--- src/rtl/timestamp_grey_counter_pkg.sv ---
// Shared definitions for the timestamp Gray counter: FSM state encoding and the
// binary-to-Gray helper used by models that need the same encoding.
package ts_grey_pkg;

    typedef enum logic [1:0] {
        ST_RUN    = 2'd0,
        ST_LOAD   = 2'd1,
        ST_SETTLE = 2'd2
    } ts_state_e;

    localparam int GREY_MAX_WIDTH = 64;

    // Callers narrower than GREY_MAX_WIDTH zero-extend in and truncate out.
    function automatic logic [GREY_MAX_WIDTH-1:0] bin_to_grey(
        input logic [GREY_MAX_WIDTH-1:0] value
    );
        return value ^ (value >> 1);
    endfunction

endpackage

--- src/rtl/timestamp_grey_counter_binary_to_grey.sv ---
// Combinational binary-to-Gray encoder; counterpart of the receiver's
// Gray-to-binary decoder.
module binary_to_grey #(
    parameter int WIDTH = 32
) (
    input  logic [WIDTH-1:0] binary,
    output logic [WIDTH-1:0] grey
);

    assign grey = binary ^ (binary >> 1);

endmodule

--- src/rtl/timestamp_grey_counter.sv ---
// Timestamp counter with registered Gray output for cross-domain sampling and a
// guarded reload. Optional out_binary port enabled by TS_GREY_BINARY_OUT_EN.
//
// state     | meaning
// ST_RUN    | counting on count_en, load_req accepted
// ST_LOAD   | one cycle: held value written to counter, load_ack follows
// ST_SETTLE | counter frozen, out_valid low while receiver synchronizer flushes
module timestamp_grey_counter
    import ts_grey_pkg::*;
#(
    parameter int WIDTH         = 32,
    parameter int SETTLE_CYCLES = 4
) (
    input  logic             clk,
    input  logic             reset,
    input  logic             count_en,
    input  logic             load_req,
    input  logic [WIDTH-1:0] load_value,
    output logic             load_ack,
    output logic             busy,
    output logic [WIDTH-1:0] out_grey,
    output logic             out_valid
`ifdef TS_GREY_BINARY_OUT_EN
    ,
    output logic [WIDTH-1:0] out_binary
`endif
);

    localparam int SW = (SETTLE_CYCLES > 1) ? $clog2(SETTLE_CYCLES) : 1;
    localparam logic [SW-1:0] SETTLE_INIT = SW'(SETTLE_CYCLES - 1);

    ts_state_e        state, state_nxt;
    logic [WIDTH-1:0] counter, counter_nxt;
    logic [WIDTH-1:0] hold, hold_nxt;
    logic [WIDTH-1:0] grey_nxt;
    logic [SW-1:0]    settle, settle_nxt;
    logic             valid_nxt;
    logic             ack_nxt;

    always_comb begin
        state_nxt   = state;
        counter_nxt = counter;
        hold_nxt    = hold;
        settle_nxt  = settle;
        valid_nxt   = out_valid;
        ack_nxt     = 1'b0;
        case (state)
            ST_RUN: begin
                // A coincident increment is dropped so the load lands cleanly.
                if (load_req) begin
                    hold_nxt  = load_value;
                    valid_nxt = 1'b0;
                    state_nxt = ST_LOAD;
                end else if (count_en) begin
                    counter_nxt = counter + WIDTH'(1);
                end
            end
            ST_LOAD: begin
                counter_nxt = hold;
                ack_nxt     = 1'b1;
                settle_nxt  = SETTLE_INIT;
                state_nxt   = ST_SETTLE;
            end
            ST_SETTLE: begin
                valid_nxt = 1'b0;
                if (settle == '0) begin
                    state_nxt = ST_RUN;
                    valid_nxt = 1'b1;
                end else begin
                    settle_nxt = settle - SW'(1);
                end
            end
            default: begin
                state_nxt = ST_SETTLE;
                valid_nxt = 1'b0;
            end
        endcase
    end

    // Encoding the next value keeps out_grey aligned with the counter register.
    binary_to_grey #(
        .WIDTH(WIDTH)
    ) u_binary_to_grey (
        .binary(counter_nxt),
        .grey  (grey_nxt)
    );

    always_ff @(posedge clk) begin
        if (reset) begin
            state     <= ST_SETTLE;
            counter   <= '0;
            hold      <= '0;
            settle    <= SETTLE_INIT;
            out_grey  <= '0;
            out_valid <= 1'b0;
            load_ack  <= 1'b0;
        end else begin
            state     <= state_nxt;
            counter   <= counter_nxt;
            hold      <= hold_nxt;
            settle    <= settle_nxt;
            out_grey  <= grey_nxt;
            out_valid <= valid_nxt;
            load_ack  <= ack_nxt;
        end
    end

    assign busy = (state != ST_RUN);

`ifdef TS_GREY_BINARY_OUT_EN
    assign out_binary = counter;
`endif

endmodule

--- config.mk ---
export PLATFORM = sky130hd
export DESIGN_NAME = timestamp_grey_counter
export DESIGN_NICKNAME = d
export VERILOG_FILES = /design/src/rtl/timestamp_grey_counter_pkg.sv /design/src/rtl/timestamp_grey_counter_binary_to_grey.sv /design/src/rtl/timestamp_grey_counter.sv
export SDC_FILE = /design/constraint.sdc
export NUM_CORES = 1
export LEC_CHECK = 0
export CORE_ASPECT_RATIO = 1.75
export CORE_MARGIN = 4
export CORE_UTILIZATION = 56
export CTS_BUF_LIST = sky130_fd_sc_hd__clkbuf_8
export DETAILED_ROUTE_END_ITERATION = 8
export PLACE_DENSITY = 0.82
export RECOVER_POWER = 100
export SLEW_MARGIN = 20
export SYNTH_ARGS = -nofsm -noshare
export SYNTH_HDL_FRONTEND = slang
export SYNTH_SLANG_ARGS = --single-unit
--- constraint.sdc ---
create_clock -name clk -period 3.6 [get_ports clk]
set_input_delay 1.08 -clock clk [delete_from_list [all_inputs] [get_ports clk]]
set_output_delay 1.08 -clock clk [all_outputs]
set_load 0.02 [all_outputs]
# After elaboration in Yosys (flattened, before gate mapping)
# Index checks and enable logic that the tools add are counted.
# totals
register_bits	102
inputBits	36
output_inout_bits	35
word_cells	36
# classes
add_sub_neg	2
n_eq_ne	5
muxes	12
n_bitwise	2
reduce_logical	8
# op_table
op	n
$mux 32	2
$pmux 32 s2	1
$add 32x1->32 const B	1
$xor 32x31->32	1
$pmux 2 s2	2
$reduce_and 2->1	4
$mux 2	3
$ne 2x2->1 const B	3
$logic_not 2->1	2
$reduce_bool 2->1	2
$mux 1	3
$pmux 1 s3	1
$eq 2x1->1 const B	1
$eq 2x2->1 const B	1
$sub 2x1->2 const B	1
$not 1->1	1

# Longest topological paths before layout
# Gate-level depths: netlist of run 1.
# logic_depth
ltp_word	5
ltp_mapped	9
mapped_depth_nobuf	7

# By module
# Synthesis of run 1 repeated with hierarchy kept, for this count alone.
# unflattened
hier_cells	578
hier_area_um2	4760.8
# modules_own_cells
module	n_inst	cells_each	area_per_inst_um2	seq_area_each_um2
timestamp_grey_counter	1	546	4481.8	2042.0
binary_to_grey	1	32	279.0	0.0

# Worst setup path before layout of run 1
# No wires, ideal clock.
# synth_path
path_kind	in2reg
startpoint	input count_en
endpoint	register out_grey[20]
setup_ns	0.128
arrival_ns	2.707
required_time_ns	3.472
path_slack_ns	0.765
cell_stages	6
n_path_buf	0
cell_sequence	nand4_2 or4_1 or4b_1 and3_1 xnor2_1 nor2_1
# synth_between
elab_chain_len	4
# synth_rtl
element	line_no	source
start: declaration	timestamp_grey_counter.sv:16	input logic count_en,
$mux 32	timestamp_grey_counter.sv:54	end else if (count_en) begin
$mux 32	timestamp_grey_counter.sv:50	if (load_req) begin
$pmux 32 s2	timestamp_grey_counter.sv:47	case (state)
$xor 32x31->32	timestamp_grey_counter_binary_to_grey.sv:10	assign grey = binary ^ (binary >> 1);
end signal: assignment	timestamp_grey_counter.sv:102	out_grey <= grey_nxt;
end: declaration	timestamp_grey_counter.sv:21	output logic [WIDTH-1:0] out_grey,
# Every way passes these cells.
# A chain may end at the register's enable or synchronous reset.

# Final worst setup path of run 1
# layout_path
startpoint	input count_en
endpoint	register out_grey[21]
# Same word-level chain as after synthesis.

==> summary.md, run 1 <==
| Metric | Value |
|---|---|
| DR DRC count | `0` |
| Yosys cell types | `65` |
| Vias in the first global route | `between 4000 and 5000` |
| Drt pass-1 iters | `5` |
| Gate Count Post-Synth | `slightly below 600` |
| CP Capture Type | `register` |
| Final setup viols | `0` |
| Share of layout cells above drive strength 1 | `0.07023` |
| Tot GR Track Use | `0.2557` |
| Grt ovf | `0` |
| WL final | `approximately 13000 um` |
| Max Transition Viols Final | `around 100` |
| Final worst setup slack | `369.2 ps` |
| Power per Cell Area | `between 400 and 500 nW/um^2` |
| Routability Congestion | `between 0.9 and 1` |
| Starting Density | `0.5747` |
| Root Buffer | `clkbuf_8` |
| Port bufs | `70` |
| Vias per cell | `between 6 and 7` |
| Crit. Startpoint | `count_en` |
| First-pass GRT wire length | `a little over 20000 um` |
| Area contributors post-synth | `dfxtp_1 43%, nand2_1 6.9%, nor2_1 6.9%` |
| Hold path start | `hold[0]` |
| Critical path data arrival time | `around 3400 ps` |
| Final #Nets | `just under 700` |
| Period utilisation layout | `0.8974` |
| Fin. Hold Viols | `0` |
| Filler cells | `about 700` |
| Die H | `about 130 um` |
| Max-cap violations | `1` |
| Min cycle time layout | `~3200 ps` |
| Rows | `44` |
| Setup TNS | `0 ps` |
| Core Area | `8258 um^2` |
| Num ports | `between 70 and 80` |
| Failing checks | `capacitance limit, slew limit` |
| Post-DP HPWL | `8865 um` |
| Multi-input gate area | `roughly 2500 um^2` |
| Largest net degree at the start of global routing | `102` |
| Post-CTS setup repair buffer count | `0` |
| Status | `finished with violations` |
| Yosys warnings | `0` |
| Post-CTS sizing | `0` |
| Clock Path Buffers | `2` |
| P_leak | `2.114 nW` |
| Worst Max-Slew Pin Slew | `between 1500 and 2000 ps` |
| Detailed router's first-iteration violation count | `between 300 and 400` |
| Post-synth net total | `approximately 630` |
| Ys async rst share | `0` |
| Via count | `about 4500` |
| Avg Inst Size Synth | `around 8 um^2` |
| Worst-path maximum fanout | `6` |
| RR Startpoint | `counter[9]` |
| Clock Pin Slew Worst Setup and Hold Paths | `around 90 ps` |
| Register area share after synthesis | `0.4260` |
| H-tree depth | `3` |
| Ant. Diodes | `0` |
| Cts-stage hold buffer count | `0` |
| Initial antenna violation count | `0` |
| Routed len/inst | `roughly 17 um` |
| Die W | `about 78 um` |
| Clock skew | `~15 ps` |
| Hold path cells | `2` |
| Die Area | `about 10000 um^2` |
| P&R area growth vs syn | `20.80%` |
| CTS tree | `built` |
| Antenna viol nets, final | `0` |
| Clk sink count | `slightly above 100` |
| Pre-CTS setup slack | `135.1 ps` |
| Fmax | `about 310 MHz` |
| Worst relative slew slack | `-0.2627` |
| FF-to-FF path depth | `6` |
| Yosys reg bits | `between 100 and 150` |
| Crit path launch type | `primary input` |
| Critical Path RT | `about 3800 ps` |
| Hold Crit Class | `register to register` |
| RSZ-0062 raised after global routing | `false` |
| Worst vdd ir | `between 0.3 and 0.4 mV` |
| Worst skew pair latency | `around 370 ps` |
| Crit path kind | `primary input to register` |
| Post-synth EDFFs | `0` |
| Ys flop type | `dfxtp_1` |
| FF+latch area | `a little over 2000 um^2` |
| Synthesized area | `around 4700 um^2` |
| Top cell type's share of synthesized area | `0.4260` |
| Total CTS buffers | `9` |
| Dominant cell type by area after synthesis | `dfxtp_1` |
[Yosys cell counts, types with 3 or more instances]
cell	n
or4_1	3
nor2b_1	9
o22ai_1	6
nand4b_1	3
nand2b_1	6
nand4_1	8
buf_2	3
nor4_1	8
nor4_2	3
a22o_1	10
a211oi_1	3
o21ai_0	10
xor2_1	11
mux2_2	3
and4_1	4
o311a_1	3
and2_1	4
dfxtp_1	101
a221oi_1	3
nand2_1	87
clkbuf_1	38
nand4_2	4
inv_1	14
nand3_1	11
nor3_1	19
and3_1	5
a31oi_1	5
nor2_1	87
xnor2_1	18
a21oi_1	44
a22oi_1	11
[sequential cells by signal, indices dropped and copies added (netlist names)]
| register | count |
|---|---|
| counter | 32 |
| hold | 32 |
| out_grey | 31 |
| settle | 2 |
| state | 2 |
| load_ack | 1 |
| out_valid | 1 |
[power by group]
group          internal (W)  total, W  switching [W]  leakage [nW]
logic              0.000234  0.000542       0.000308          1.19
clock network      0.000359  0.000745       0.000386         0.102
registers           0.00120   0.00126      0.0000566         0.819
total               0.00179   0.00254       0.000751          2.11
[worst paths after layout]
check	slack, ps	to
setup / recovery	370	out_grey[21]
setup reg to reg	850	out_grey[23]
hold / removal	470	hold[0]
hold reg to reg	470	hold[0]
[placed cells by master (no fill, tap or decap), drive strengths merged, types with 3 or more instances in the layout]
master         Yosys  routed
a211oi             5       5
a21oi             44      44
a221oi             3       3
a22o              10      10
a22oi             11      11
a31oi              5       5
and2               4       4
and3               5       5
and4               4       4
buf                5      14
clkbuf            38      19
clkdlybuf4s50      0      32
clkinv             1       3
dfxtp            101     101
dlygate4sd3        0      37
inv               14      14
mux2               4       4
nand2             87      87
nand2b             6       6
nand3             11      11
nand4             12      12
nand4b             3       3
nor2              87      87
nor2b              9       9
nor3              19      19
nor3b              3       3
nor4              11      11
o21ai             10      10
o22ai              6       6
o311a              3       3
or4                3       3
xnor2             18      18
xor2              11      11
[critical path, stage by stage]
cell and delay [ps]:
dlygate4sd3_1 640, nand4_1 160, or4_1 590, or4b_1 510, and3_1 220, xor2_1 160
nor2_1 50
[cells by family after synthesis]
| family | after synthesis | share of synthesized area |
|---|---|---|
| xor gates and xnor gates | 29 | 0.05352 |
| buffers and inverters | 58 | 0.04745 |
| AOI/OAI and AO/OA | 121 | 0.1727 |
| and+or+nand+nor | 275 | 0.2834 |
| DFF | 101 | 0.4260 |
| adders and majority gates | 2 | 0.005272 |
| muxes | 5 | 0.01160 |
[final cells by class]
cell class	instances	share of cell area
Inverter	15	0.009821
Tap cell	92	0.02008
Multi-Input combinational cell	432	0.4347
Timing Repair Buffer	91	0.1460
Clock inverter	5	0.01026
Sequential cell	101	0.3527
Clock buffer	11	0.02641
[metal layers]
layer  part of all wire  track usage  routed length [um]
met4              0.027       0.1101                 343
met2               0.52       0.4636                6571
met1               0.40       0.2971                5077
met3              0.053      0.03729                 671
met5                  0            0                   0
[through the flow]
stage                     cell area [um^2]  total power [W]  utilization  instances  hold slack, ps
after detailed placement              5570         0.001837       0.6745        731           454.9
after floorplan                       4746         0.001622            -        591           433.8
after global placement                5570         0.001815       0.6745        731           445.8
final                                 5733         0.002543       0.6942        747           467.8
after CTS                             5781         0.002566       0.7000        747           468.6
after global routing                  5733         0.002652       0.6942        747           488.4
No activity file was read; power rests on OpenSTA's default activity.
==> run 2, diff against run 1 <==
--- a/config.mk
+++ b/config.mk
@@ -5,12 +5,12 @@
 export SDC_FILE = /design/constraint.sdc
 export NUM_CORES = 1
 export LEC_CHECK = 0
-export CORE_ASPECT_RATIO = 1.75
 export CORE_MARGIN = 4
-export CORE_UTILIZATION = 56
+export CORE_UTILIZATION = 60
 export CTS_BUF_LIST = sky130_fd_sc_hd__clkbuf_8
 export DETAILED_ROUTE_END_ITERATION = 8
-export PLACE_DENSITY = 0.82
+export GPL_TIMING_DRIVEN = 1
+export PLACE_DENSITY = 0.87
 export RECOVER_POWER = 100
 export SLEW_MARGIN = 20
 export SYNTH_ARGS = -nofsm -noshare
==> constraint.sdc (replaced) <==
create_clock -name clk -period 4.1 [get_ports clk]
set_input_delay 1.23 -clock clk [delete_from_list [all_inputs] [get_ports clk]]
set_output_delay 1.23 -clock clk [all_outputs]
set_load 0.02 [all_outputs]
==> summary.md, run 2 (same netlist as run 1, synthesis figures left out) <==
| Metric | Value |
|---|---|
| Status | `finished with violations` |
| Failing checks | `capacitance limit, slew limit` |
| Hold path cells | `2 (unchanged)` |
| Power per Cell Area | `390.0 nW/um^2 (-12%)` |
| Final #Nets | `680 (-1.2%)` |
| Port bufs | `70 (unchanged)` |
| Max Transition Viols Final | `47 (-54%)` |
| Util after Layout | `0.7354 (+0.04119)` |
| Clock skew | `13.66 ps (-1.664 ps)` |
| Routability Congestion | `0.8987 (-4.5%)` |
| Die W | `96.94 um (+25%)` |
| Grt ovf | `0 (unchanged)` |
| Hold Path End | `hold[26]` |
| Post-CTS setup repair buffer count | `0 (unchanged)` |
| Clock Pin Slew Worst Setup and Hold Paths | `90 ps (about the same)` |
| Period utilisation layout | `0.8591` |
| Root Buffer | `clkbuf_8` |
| Worst-path maximum fanout | `19 (+13)` |
| Antenna viol nets, final | `0 (unchanged)` |
| Dpl cells | `733 (+0.27%)` |
| Most common cell after layout, fill and taps aside | `dfxtp_1` |
| Clk sink count | `101 (unchanged)` |
| Tot GR Track Use | `0.2588 (+0.003156)` |
| Share of layout cells above drive strength 1 | `0.06337 (-0.006860)` |
| Crit path launch type | `primary input` |
| FF-to-FF path depth | `7 (+1)` |
| Via count | `4479 (-0.69%)` |
| Fin. Hold Viols | `0 (unchanged)` |
| Num ports | `71 (unchanged)` |
| Drt pass-1 iters | `5 (unchanged)` |
| Total CTS buffers | `9 (unchanged)` |
| Critical path data arrival time | `3710 ps (+300 ps)` |
| Largest net degree at the start of global routing | `52 (-49%)` |
| WL final | `11990 um (-5.3%)` |
| Detailed router's first-iteration violation count | `262 (-16%)` |
| Worst path slowest cell | `dlygate4sd3_1` |
| Critical Path Max Stage Delay | `560 ps (-80 ps)` |
| Worst skew pair latency | `370 ps (about the same)` |
| Die H | `96.94 um (-25%)` |
| Setup TNS | `0 ps (unchanged)` |
| Largest registers | `counter x32, hold x32, out_grey x31` |
| Vias in the first global route | `4238 (-3.9%)` |
| Rows | `32 (-27%)` |
| Min cycle time layout | `between 3000 and 4000 ps` |
| Hold path start | `hold[26]` |
| P&R area growth vs syn | `19.75%` |
| P_leak | `2.094 nW (-0.94%)` |
| Commonest cells after routing, fill and taps aside | `101 x dfxtp_1, 87 x nor2_1, 87 x nand2_1, 44 x a21oi_1, 37 x dlygate4sd3_1` |
| Fmax | `283.9 MHz` |
| Reg-to-reg endpoint | `out_grey[11]` |
| Worst Max-Slew Pin Slew | `1941 ps (+46.80 ps)` |
| Final setup viols | `0 (unchanged)` |
| Routed len/inst | `16.01 um (-5.6%)` |
| Clock Path Buffers | `2 (unchanged)` |
| Initial antenna violation count | `0 (unchanged)` |
| Cells along the critical path | `dlygate4sd3_1 > clkbuf_1 > nor4_1 > clkbuf_1 > a211oi_1 > nor3_1 > xnor2_1 > nor2_1` |
| Non-filler instance count after layout | `749 (+0.27%)` |
| CP Capture Type | `register` |
| Crit path kind | `primary input to register` |
| CTS tree | `built` |
| Most used cell, CP | `clkbuf_1` |
| Worst relative slew slack | `-0.2939 (-0.03120)` |
| Die Area | `9396 um^2 (-6.7%)` |
| Starting Density | `0.6142 (+0.03945)` |
| Cts-stage hold buffer count | `0 (unchanged)` |
| Post-DP HPWL | `8088 um (-8.8%)` |
| Post-CTS sizing | `0 (unchanged)` |
| Ant. Diodes | `0 (unchanged)` |
| Vias per cell | `5.980 (-0.95%)` |
| RSZ-0062 raised after global routing | `false` |
| H-tree depth | `3 (unchanged)` |
| First-pass GRT wire length | `20510 um (-0.50%)` |
| Max-cap violations | `1 (unchanged)` |
| FF-to-FF setup slack | `1380 ps (+530 ps)` |
| Critical Path RT | `4290 ps (+510 ps)` |
| Core Area | `7727 um^2 (-6.4%)` |
| RR Startpoint | `state[0]` |
| DR DRC count | `0 (unchanged)` |
| Hold Crit Class | `register to register` |
| Worst vdd ir | `0.2807 mV (-12%)` |
==> run 2: per-layer routing <==
layer / vias up / GRT usage / wire (um)
met5: - / 0 / 0
met4: 0 / 0.08099 / 226
met3: 25 / 0.05191 / 690
met2: 161 / 0.4268 / 5780
met1: 2128 / 0.3413 / 5293
li1: 2165 / - / -
==> run 2: critical path: cells and delay by family <==
family	cells	cell delay [ps]
buf+inv	3	1280
simple gates	3	860
xor+xnor	1	190
compound gates	1	140
==> run 2: worst max path at each step <==
stage	to	startpoint	cells after the start	slack [ps]
detailed placement	out_grey[15]	count_en	7	450
global route	out_grey[25]	load_req	8	420
floorplan	out_grey[20]	count_en	6	1120
global placement	out_grey[15]	count_en	7	520
CTS	out_grey[15]	count_en	7	810
finish	out_grey[13]	load_req	8	580
==> run 2: layout make-up <==
| type | instances | area [um^2] |
|---|---|---|
| multi-input combinational | 432 | 2495 |
| clock inverter | 7 | 80.08 |
| inverter | 15 | 56.30 |
| sequential | 101 | 2022 |
| timing repair buffer | 83 | 778.2 |
| fill | 627 | 2044 |
| clock buffer | 9 | 123.9 |
| tap | 102 | 127.6 |
==> run 2: power breakdown <==
group | total, W | internal, W | switching [W]
Clock | 0.000647 | 0.000292 | 0.000355
Combinational | 0.000467 | 0.000199 | 0.000268
Sequential | 0.00110 | 0.00105 | 0.0000490
Total | 0.00222 | 0.00154 | 0.000672
==> run 2: through the flow <==
stage	power (W)	setup WS, ps	hold WS, ps	area, um^2
after floorplan	0.001425	1115	433.8	4746
after global placement	0.001581	524.0	445.3	5500
after detailed placement	0.001601	452.7	449.2	5500
after CTS	0.002238	814.8	459.1	5704
after global routing	0.002321	416.2	485.8	5683
final	0.002216	577.8	463.3	5683
==> run 3, diff against run 2 <==
--- a/config.mk
+++ b/config.mk
@@ -5,12 +5,13 @@
 export SDC_FILE = /design/constraint.sdc
 export NUM_CORES = 1
 export LEC_CHECK = 0
+export CAP_MARGIN = 10
 export CORE_MARGIN = 4
-export CORE_UTILIZATION = 60
+export CORE_UTILIZATION = 51
 export CTS_BUF_LIST = sky130_fd_sc_hd__clkbuf_8
 export DETAILED_ROUTE_END_ITERATION = 8
 export GPL_TIMING_DRIVEN = 1
-export PLACE_DENSITY = 0.87
+export PLACE_DENSITY = 0.79
 export RECOVER_POWER = 100
 export SLEW_MARGIN = 20
 export SYNTH_ARGS = -nofsm -noshare
==> constraint.sdc (replaced) <==
create_clock -name clk -period 2.9 [get_ports clk]
set_input_delay 0.87 -clock clk [delete_from_list [all_inputs] [get_ports clk]]
set_output_delay 0.87 -clock clk [all_outputs]
set_load 0.02 [all_outputs]
==> summary.md, run 3 (same netlist as run 1, synthesis figures left out) <==
| Metric | Value |
|---|---|
| Status | `finished clean` |
| Worst vdd ir | `0.4345 mV (+55%)` |
| CTS tree | `built` |
| Dpl cell area | `5695 um^2 (+3.5%)` |
| CP Capture Type | `register` |
| Antenna viol nets, final | `0 (unchanged)` |
| Cell area after layout | `5874 um^2 (+3.4%)` |
| Cts-stage hold buffer count | `0 (unchanged)` |
| Core Area | `8891 um^2 (+15%)` |
| Cells along the critical path | `clkdlybuf4s50_1 > buf_4 > nand2b_1 > buf_4 > nor4_1 > mux2_2 > a221oi_1 > buf_4 > xor2_1 > nor2_1` |
| Total CTS buffers | `9 (unchanged)` |
| Via count | `4466 (-0.29%)` |
| Vias per cell | `5.748 (-3.9%)` |
| Worst path slowest cell | `clkdlybuf4s50_1` |
| Hold Crit Class | `register to register` |
| Tot GR Track Use | `0.2252 (-0.03369)` |
| Critical Path RT | `3140 ps (-1150 ps)` |
| Port bufs | `70 (unchanged)` |
| Critical path data arrival time | `3040 ps (-670 ps)` |
| Pre-CTS setup slack | `-327.1 ps (-779.7 ps)` |
| Most common cell after layout, fill and taps aside | `dfxtp_1` |
| Die Area | `10910 um^2 (+16%)` |
| P_leak | `2.199 nW (+5.0%)` |
| WL final | `12340 um (+2.9%)` |
| Critical Path Max Stage Delay | `550 ps (about the same)` |
| DR DRC count | `0 (unchanged)` |
| Worst relative slew slack | `0.4355 (+0.7294)` |
| Worst skew pair latency | `370 ps (about the same)` |
| Filler cells | `779 (+24%)` |
| H-tree depth | `3 (unchanged)` |
| Share of layout cells above drive strength 1 | `0.08819 (+0.02482)` |
| Final setup viols | `0 (unchanged)` |
| Clock Pin Slew Worst Setup and Hold Paths | `100 ps (about the same)` |
| Min cycle time layout | `about 2800 ps` |
| Vias in the first global route | `4272 (+0.80%)` |
| Post-CTS setup repair buffer count | `0 (unchanged)` |
| Detailed router's first-iteration violation count | `247 (-5.7%)` |
| Root Buffer | `clkbuf_8` |
| RSZ-0062 raised after global routing | `false` |
| Cell family with most CP delay | `buffers and inverters` |
| Fin. Hold Viols | `0 (unchanged)` |
| Crit path kind | `primary input to register` |
| Post-DP HPWL | `8645 um (+6.9%)` |
| Final worst setup slack | `95.80 ps (-482.0 ps)` |
| Routed len/inst | `15.89 um (-0.77%)` |
| First-pass GRT wire length | `20350 um (-0.80%)` |
| Crit path buf inv count | `4 (+1)` |
| Grt ovf | `0 (unchanged)` |
| Drt pass-1 iters | `5 (unchanged)` |
| P&R area growth vs syn | `23.78%` |
| Num ports | `71 (unchanged)` |
| Initial antenna violation count | `0 (unchanged)` |
| Period utilisation layout | `0.9670` |
| Fmax | `~360 MHz` |
| Starting Density | `0.5338 (-0.08038)` |
| Power per Cell Area | `561.5 nW/um^2 (+44%)` |
| Worst Max-Slew Pin Slew | `846.7 ps (-1094 ps)` |
| Final #Nets | `702 (+3.2%)` |
| Most used cell, CP | `buf_4` |
| Util after Layout | `0.6607 (-0.07472)` |
| Clock Path Buffers | `2 (unchanged)` |
| Routability Congestion | `0.8926 (-0.68%)` |
| Commonest cells after routing, fill and taps aside | `101 x dfxtp_1, 87 x nor2_1, 87 x nand2_1, 44 x a21oi_1, 36 x dlygate4sd3_1` |
| Die H | `104.5 um (+7.8%)` |
| Ant. Diodes | `0 (unchanged)` |
| Largest net degree at the start of global routing | `48 (-7.7%)` |
| Worst-path maximum fanout | `5 (-14)` |
| Hold WS | `464.2 ps (+0.8580 ps)` |
| Max Transition Viols Final | `0 (-100%)` |
| Crit path launch type | `primary input` |
| Clk sink count | `101 (unchanged)` |
| Rows | `34 (+6.3%)` |
| Clock skew | `13.06 ps (-0.5955 ps)` |
| Die W | `104.5 um (+7.8%)` |
| Max-cap violations | `0 (-1)` |
| Post-CTS sizing | `0 (unchanged)` |
| Tot Pwr | `0.003298 W (+49%)` |
| Largest registers | `counter x32, hold x32, out_grey x31` |
==> run 3: changes by cell type in the layout (fill, tap and decap cells not counted), sizes merged <==
cell	delta
dlygate4sd3	-1
buf	+15
bufinv	+2
clkinvlp	+1
clkdlybuf4s50	+1
clkinv	-1
clkbuf	+7
inv	-2
==> run 3: worst paths after layout <==
path              startpoint           end  slack (ps)  cells past startpoint
setup reg to reg  counter[9]  out_grey[24]         430                      7
hold / removal      hold[30]      hold[30]         460                      2
hold reg to reg     hold[30]      hold[30]         460                      2
setup / recovery    count_en  out_grey[11]         100                     10
==> run 3: routing by layer <==
metal | wire length, um | global-route usage | vias to the layer above
li1 | - | - | 2202
met2 | 6131 | 0.3847 | 140
met1 | 5365 | 0.2872 | 2105
met3 | 670 | 0.04655 | 19
met5 | 0 | 0 | -
met4 | 175 | 0.06268 | 0
==> run 3: report_power, final <==
part	total, W	internal [W]	switching (W)
combinational	0.000680	0.000300	0.000379
sequential	0.00156	0.00149	0.0000675
clock	0.00106	0.000570	0.000492
==> run 3: tightest hold or removal path: cells and delay by family (launching register included) <==
kind             cells  cell delay, ps
flip-flops           1             320
AND/OR/NAND/NOR      1              50
AO/OA/AOI/OAI        1              50
==> run 3: cell type report <==
| cell class | instances | area (um^2) | area share |
|---|---|---|---|
| multi-input combinational | 432 | 2500 | 0.4256 |
| sequential | 101 | 2022 | 0.3442 |
| timing repair buffer | 105 | 923.4 | 0.1572 |
| tap | 108 | 135.1 | 0.02300 |
| clock buffer | 9 | 123.9 | 0.02109 |
| clock inverter | 7 | 113.9 | 0.01938 |
| inverter | 15 | 56.30 | 0.009585 |
==> run 3: metrics by stage <==
step / setup TNS [ps] / cells
floorplan: 0 / 591
global placement: -3518 / 761
detailed placement: -4128 / 761
CTS: 0 / 777
global route: 0 / 777
finish: 0 / 777
